<file path="src/rtl/inst_mem_prog.sv">
// Loadable synchronous instruction memory: valid/ready program load port, 1-cycle fetch port.
// Optional build macro INST_PARITY_EN adds a stored even-parity bit per word, checked on fetch.
module inst_mem_prog #(
    parameter int INST_W = 10,
    parameter int ADDR_W = 8,
    parameter int DEPTH  = 256
) (
    input  logic              clk,
    input  logic              rst,
    input  logic              load_start,
    input  logic              load_valid,
    input  logic [INST_W-1:0] load_data,
    input  logic              load_par,
    input  logic              load_last,
    output logic              load_ready,
    output logic              load_done,
    output logic [ADDR_W:0]   prog_len,
    input  logic              fetch_req,
    input  logic [ADDR_W-1:0] fetch_addr,
    output logic [INST_W-1:0] inst_out,
    output logic              inst_valid,
    output logic              halt_seen,
    output logic              parity_err
);

`ifdef INST_PARITY_EN
    localparam int MEM_W = INST_W + 1;

    function automatic logic evenPar(input logic [INST_W-1:0] word);
        return ^word;
    endfunction
`else
    localparam int MEM_W = INST_W;
    logic unusedPar;
    assign unusedPar = load_par;
`endif

    typedef enum logic [1:0] {EMPTY, LOAD, READY} stateT;

    stateT             state;
    logic [ADDR_W-1:0] wPtr;
    logic [MEM_W-1:0]  mem [DEPTH];

    logic              writeEn;
    logic              lastWord;
    logic              inRange;
    logic [MEM_W-1:0]  memWord;
    logic [MEM_W-1:0]  rdWord;
    logic [INST_W-1:0] fetchWord;
    logic              fetchPerr;

    // A word presented together with load_start is dropped: the restart takes priority.
    assign writeEn  = (state == LOAD) && load_valid && !load_start;
    assign lastWord = load_last || (wPtr == ADDR_W'(DEPTH - 1));
    assign inRange  = {1'b0, fetch_addr} < prog_len;
    assign rdWord   = mem[fetch_addr];

`ifdef INST_PARITY_EN
    assign memWord = {load_par, load_data};
`else
    assign memWord = load_data;
`endif

    always_ff @(posedge clk) begin
        if (writeEn)
            mem[wPtr] <= memWord;
    end

    // Out-of-range reads and parity failures both deliver the all-zero halt word.
    always_comb begin
        fetchWord = '0;
        fetchPerr = 1'b0;
        if (inRange) begin
            fetchWord = rdWord[INST_W-1:0];
`ifdef INST_PARITY_EN
            if (rdWord[INST_W] != evenPar(rdWord[INST_W-1:0])) begin
                fetchPerr = 1'b1;
                fetchWord = '0;
            end
`endif
        end
    end

    always_ff @(posedge clk) begin
        if (rst) begin
            state      <= EMPTY;
            wPtr       <= '0;
            prog_len   <= '0;
            load_ready <= 1'b0;
            load_done  <= 1'b0;
            inst_out   <= '0;
            inst_valid <= 1'b0;
            halt_seen  <= 1'b0;
            parity_err <= 1'b0;
        end else begin
            load_done  <= 1'b0;
            inst_valid <= 1'b0;
            parity_err <= 1'b0;
            if (load_start) begin
                state      <= LOAD;
                load_ready <= 1'b1;
                wPtr       <= '0;
                prog_len   <= '0;
                halt_seen  <= 1'b0;
            end else begin
                case (state)
                    LOAD: begin
                        if (load_valid) begin
                            wPtr <= wPtr + 1'b1;
                            if (lastWord) begin
                                state      <= READY;
                                load_ready <= 1'b0;
                                load_done  <= 1'b1;
                                prog_len   <= {1'b0, wPtr} + 1'b1;
                            end
                        end
                    end
                    READY: begin
                        // fetch stage boundary: result registered one cycle after the request
                        if (fetch_req) begin
                            inst_valid <= 1'b1;
                            inst_out   <= fetchWord;
                            parity_err <= fetchPerr;
                            if (fetchWord[INST_W-1 -: 4] == 4'b0000)
                                halt_seen <= 1'b1;
                        end
                    end
                    default: ;
                endcase
            end
        end
    end

endmodule
</file>
<file path="config.mk">
export PLATFORM = sky130hd
export DESIGN_NAME = inst_mem_prog
export DESIGN_NICKNAME = d
export VERILOG_FILES = /design/src/rtl/inst_mem_prog.sv
export SDC_FILE = /design/constraint.sdc
export NUM_CORES = 2
export LEC_CHECK = 0
export CORE_MARGIN = 4
export CORE_UTILIZATION = 35
export CTS_CLUSTER_DIAMETER = 100
export DETAILED_ROUTE_END_ITERATION = 8
export SLEW_MARGIN = 20
export SYNTH_ARGS = -nofsm -noshare
export SYNTH_HDL_FRONTEND = slang
export SYNTH_SLANG_ARGS = --single-unit
</file>
<file path="constraint.sdc">
create_clock -name clk -period 6.9 [get_ports clk]
set_input_delay 1.38 -clock clk [delete_from_list [all_inputs] [get_ports clk]]
set_output_delay 1.38 -clock clk [all_outputs]
set_load 0.05 [all_outputs]
</file>
==> metrics.csv <==
metric,value,unit
"Data required, critical path",7710,ps
"flops & latches, synth",2592,
latest clock arrival within the worst-skew pair,920,ps
Tightest Pin Transition,1190,ps
leakage,34.9,nW
"Setup violations, final",0,
fin crit share,62.8,%
Slew Limit Fails,0,
Final Hold Fails,0,
Reg2Reg Depth,3,
Worst Hold Depth,2,
vias per cell,5.49,
Synth-to-Final Area Change,14.1,%
Post-CTS Hold Fix Bufs,0,
worst path cell trace,"buf_8, buf_12, buf_4, mux4_2, mux4_2, mux4_2, nand2_1, a31oi_1, a22o_1",
DRC Markers,0,
endpoint class of the critical path,flip-flop,
"Max stage delay cell, worst path",mux4_2,
First-pass DRT Iterations,5,
WS Path Type,in -> reg,
status,finished clean,
Ys Warns,0,
syn_area_per_cell,22.3,µm²
Synth Flop Type,edfxtp_1,
Detail Route Antenna Nets,0,
DRT Wirelength,255,mm
final net count,4796,
first-pass GRT wire length,366,mm
PnR Total Power,32.6,mW
hold slack,512,ps
vias in the first global route,48377,
H-tree levels,5,
"Seq/Total Area, Yosys",77.3,%
"area leader, netlist",edfxtp_1,
synth top area cells,"edfxtp_1, mux4_2, mux2i_1",
Slew HR,20.4,%
Layout Cells excl Fill,8706,
largest net degree at the start of global routing,193,
Placed Instances,8239,
pwr/cell area,285,nW/µm²
Critical Path AT,5150,ps
DPL Wire Length,154,mm
Final Cell Area,114000,µm²
critical-path maximum fanout,50,
TritonCTS Buffers,279,
post-route clock skew,53.4,ps
CTS tree,done,
clk buf depth,4,
synth cell count leaders,"edfxtp_1, mux4_2, nor2_1",
Fmax,0.231,GHz
Synth top area share,76.7,%
Gate Count Post-Synth,4499,
Final min period,4330,ps
ys async rst share,0,%
most common cell in the netlist,edfxtp_1,
die height,543,µm
syn_nets,4535,
RSZ-0062 raised after global routing,no,
number of flops mapped to enable cells by yosys,2560,
"most used cell, CP",mux4_2,
Ports,49,
slowest cell delay on critical path,620,ps
post-CTS setup repair buffer count,0,
Core Region,285000,µm²
Vias,47785,
share of cells above drive strength 1,27.1,%
Placed Area,106000,µm²
Initial DRC Count,5792,
Hold Crit Class,reg -> reg,
Root Buffer,clkbuf_16,
Setup Total Neg Slack,0,ps
Wirelength per Cell,29.3,µm
global placer's final weighted congestion,0.875,
grt ovf,0,
critical path startpoint category,input port,
Setup WS post-layout,2570,ps
CTS Sinks,2592,
port bufs,46,
die area,295000,µm²
initial cell density of the core,35.1,%
num rows,196,
dpl ws,1630,ps
max-cap viol count,0,
Util after Layout,40.1,%
"Reg clk slew, reported paths",60,ps
Horiz. Die Dim,543,µm
Total GRT Usage,17.2,%
Netlist cell types,56,
cts repair resizes,0,
Synth Cell Area,100000,µm²
maximum vdd drop,0.243,mV
initial antenna violation count,8,
-- report_power, final --
part           switching [mW]  leakage (nW)  internal [mW]
combinational           0.995          7.66          0.568
clock                    5.80          4.02           7.93
sequential            0.00337          23.3           17.3
-- worst paths after layout --
kind / from / endpoint / slack (ps)
worst max-delay path: fetch_addr[0] / inst_out[4] / 2570
worst max register to register: wPtr[5] / mem[99][4] / 3170
worst min-delay path: state[1] / state[1] / 510
worst min register to register: state[1] / state[1] / 510
-- routing by layer --
metal / track usage (%) / share of wire [%] / vias up / wire, µm
met5: 0 / 0.0051 / - / 13
met4: 6.80 / 3.9 / 2 / 10100
met3: 3.08 / 7.3 / 416 / 18500
met2: 27.4 / 48 / 1971 / 124000
met1: 23.5 / 40 / 25853 / 103000
li1: - / - / 19543 / -
-- cells by family after synthesis --
family,Yosys count,share of synthesized area [%]
AOI/OAI and AO/OA,261,1.85
xor gates and xnor gates,9,0.0786
muxes,838,17.1
other,1,0.00374
adders and majority gates,11,0.137
DFF,2592,77.3
and+or+nand+nor,508,2.14
buffers and inverters,279,1.34
-- worst max-delay path: cells and delay by family --
kind	cells	cell delay [ps]
AO/OA/AOI/OAI	2	330
buffers and inverters	3	1370
multiplexers	3	1700
AND/OR/NAND/NOR	1	170
-- cell usage in the layout, fill, tap and decap left out, types with 10 or more instances in the layout --
cell	netlist	layout
clkbuf_16	0	286
mux2i_1	135	135
nand2_1	103	102
buf_4	35	172
nor2b_1	22	21
nor2_2	0	66
a21oi_1	52	52
clkinv_1	0	46
nor2_1	300	234
bufinv_16	0	10
inv_1	17	15
o21ai_0	18	18
a22oi_1	22	22
clkbuf_1	136	68
a211oi_1	20	20
edfxtp_1	2560	2560
ha_1	11	11
and2_1	10	10
dfxtp_1	32	32
o22ai_1	26	26
a31oi_1	16	16
clkbuf_8	0	11
mux4_2	700	700
nor3_1	18	18
nand3_1	11	11
clkinv_2	0	40
o221ai_1	59	59
clkdlybuf4s50_1	0	29
buf_12	0	23
-- final cells by class --
type                       instances  area [µm²]
tap                             3762        4710
inverter                          18        75.1
antenna                            6        15.0
multi-input combinational       1628       21600
timing repair buffer             241        2270
sequential                      2592       77500
fill                           24819      171000
clock buffer                     355        7430
clock inverter                   104         767
-- flip-flops by register name, indices dropped and copies added (netlist names) --
name and flops:
prog_len 9, load_done 1, halt_seen 1, inst_out 10
mem 2560, state 2, wPtr 8, inst_valid 1
(Power assumes the default switching activity.)
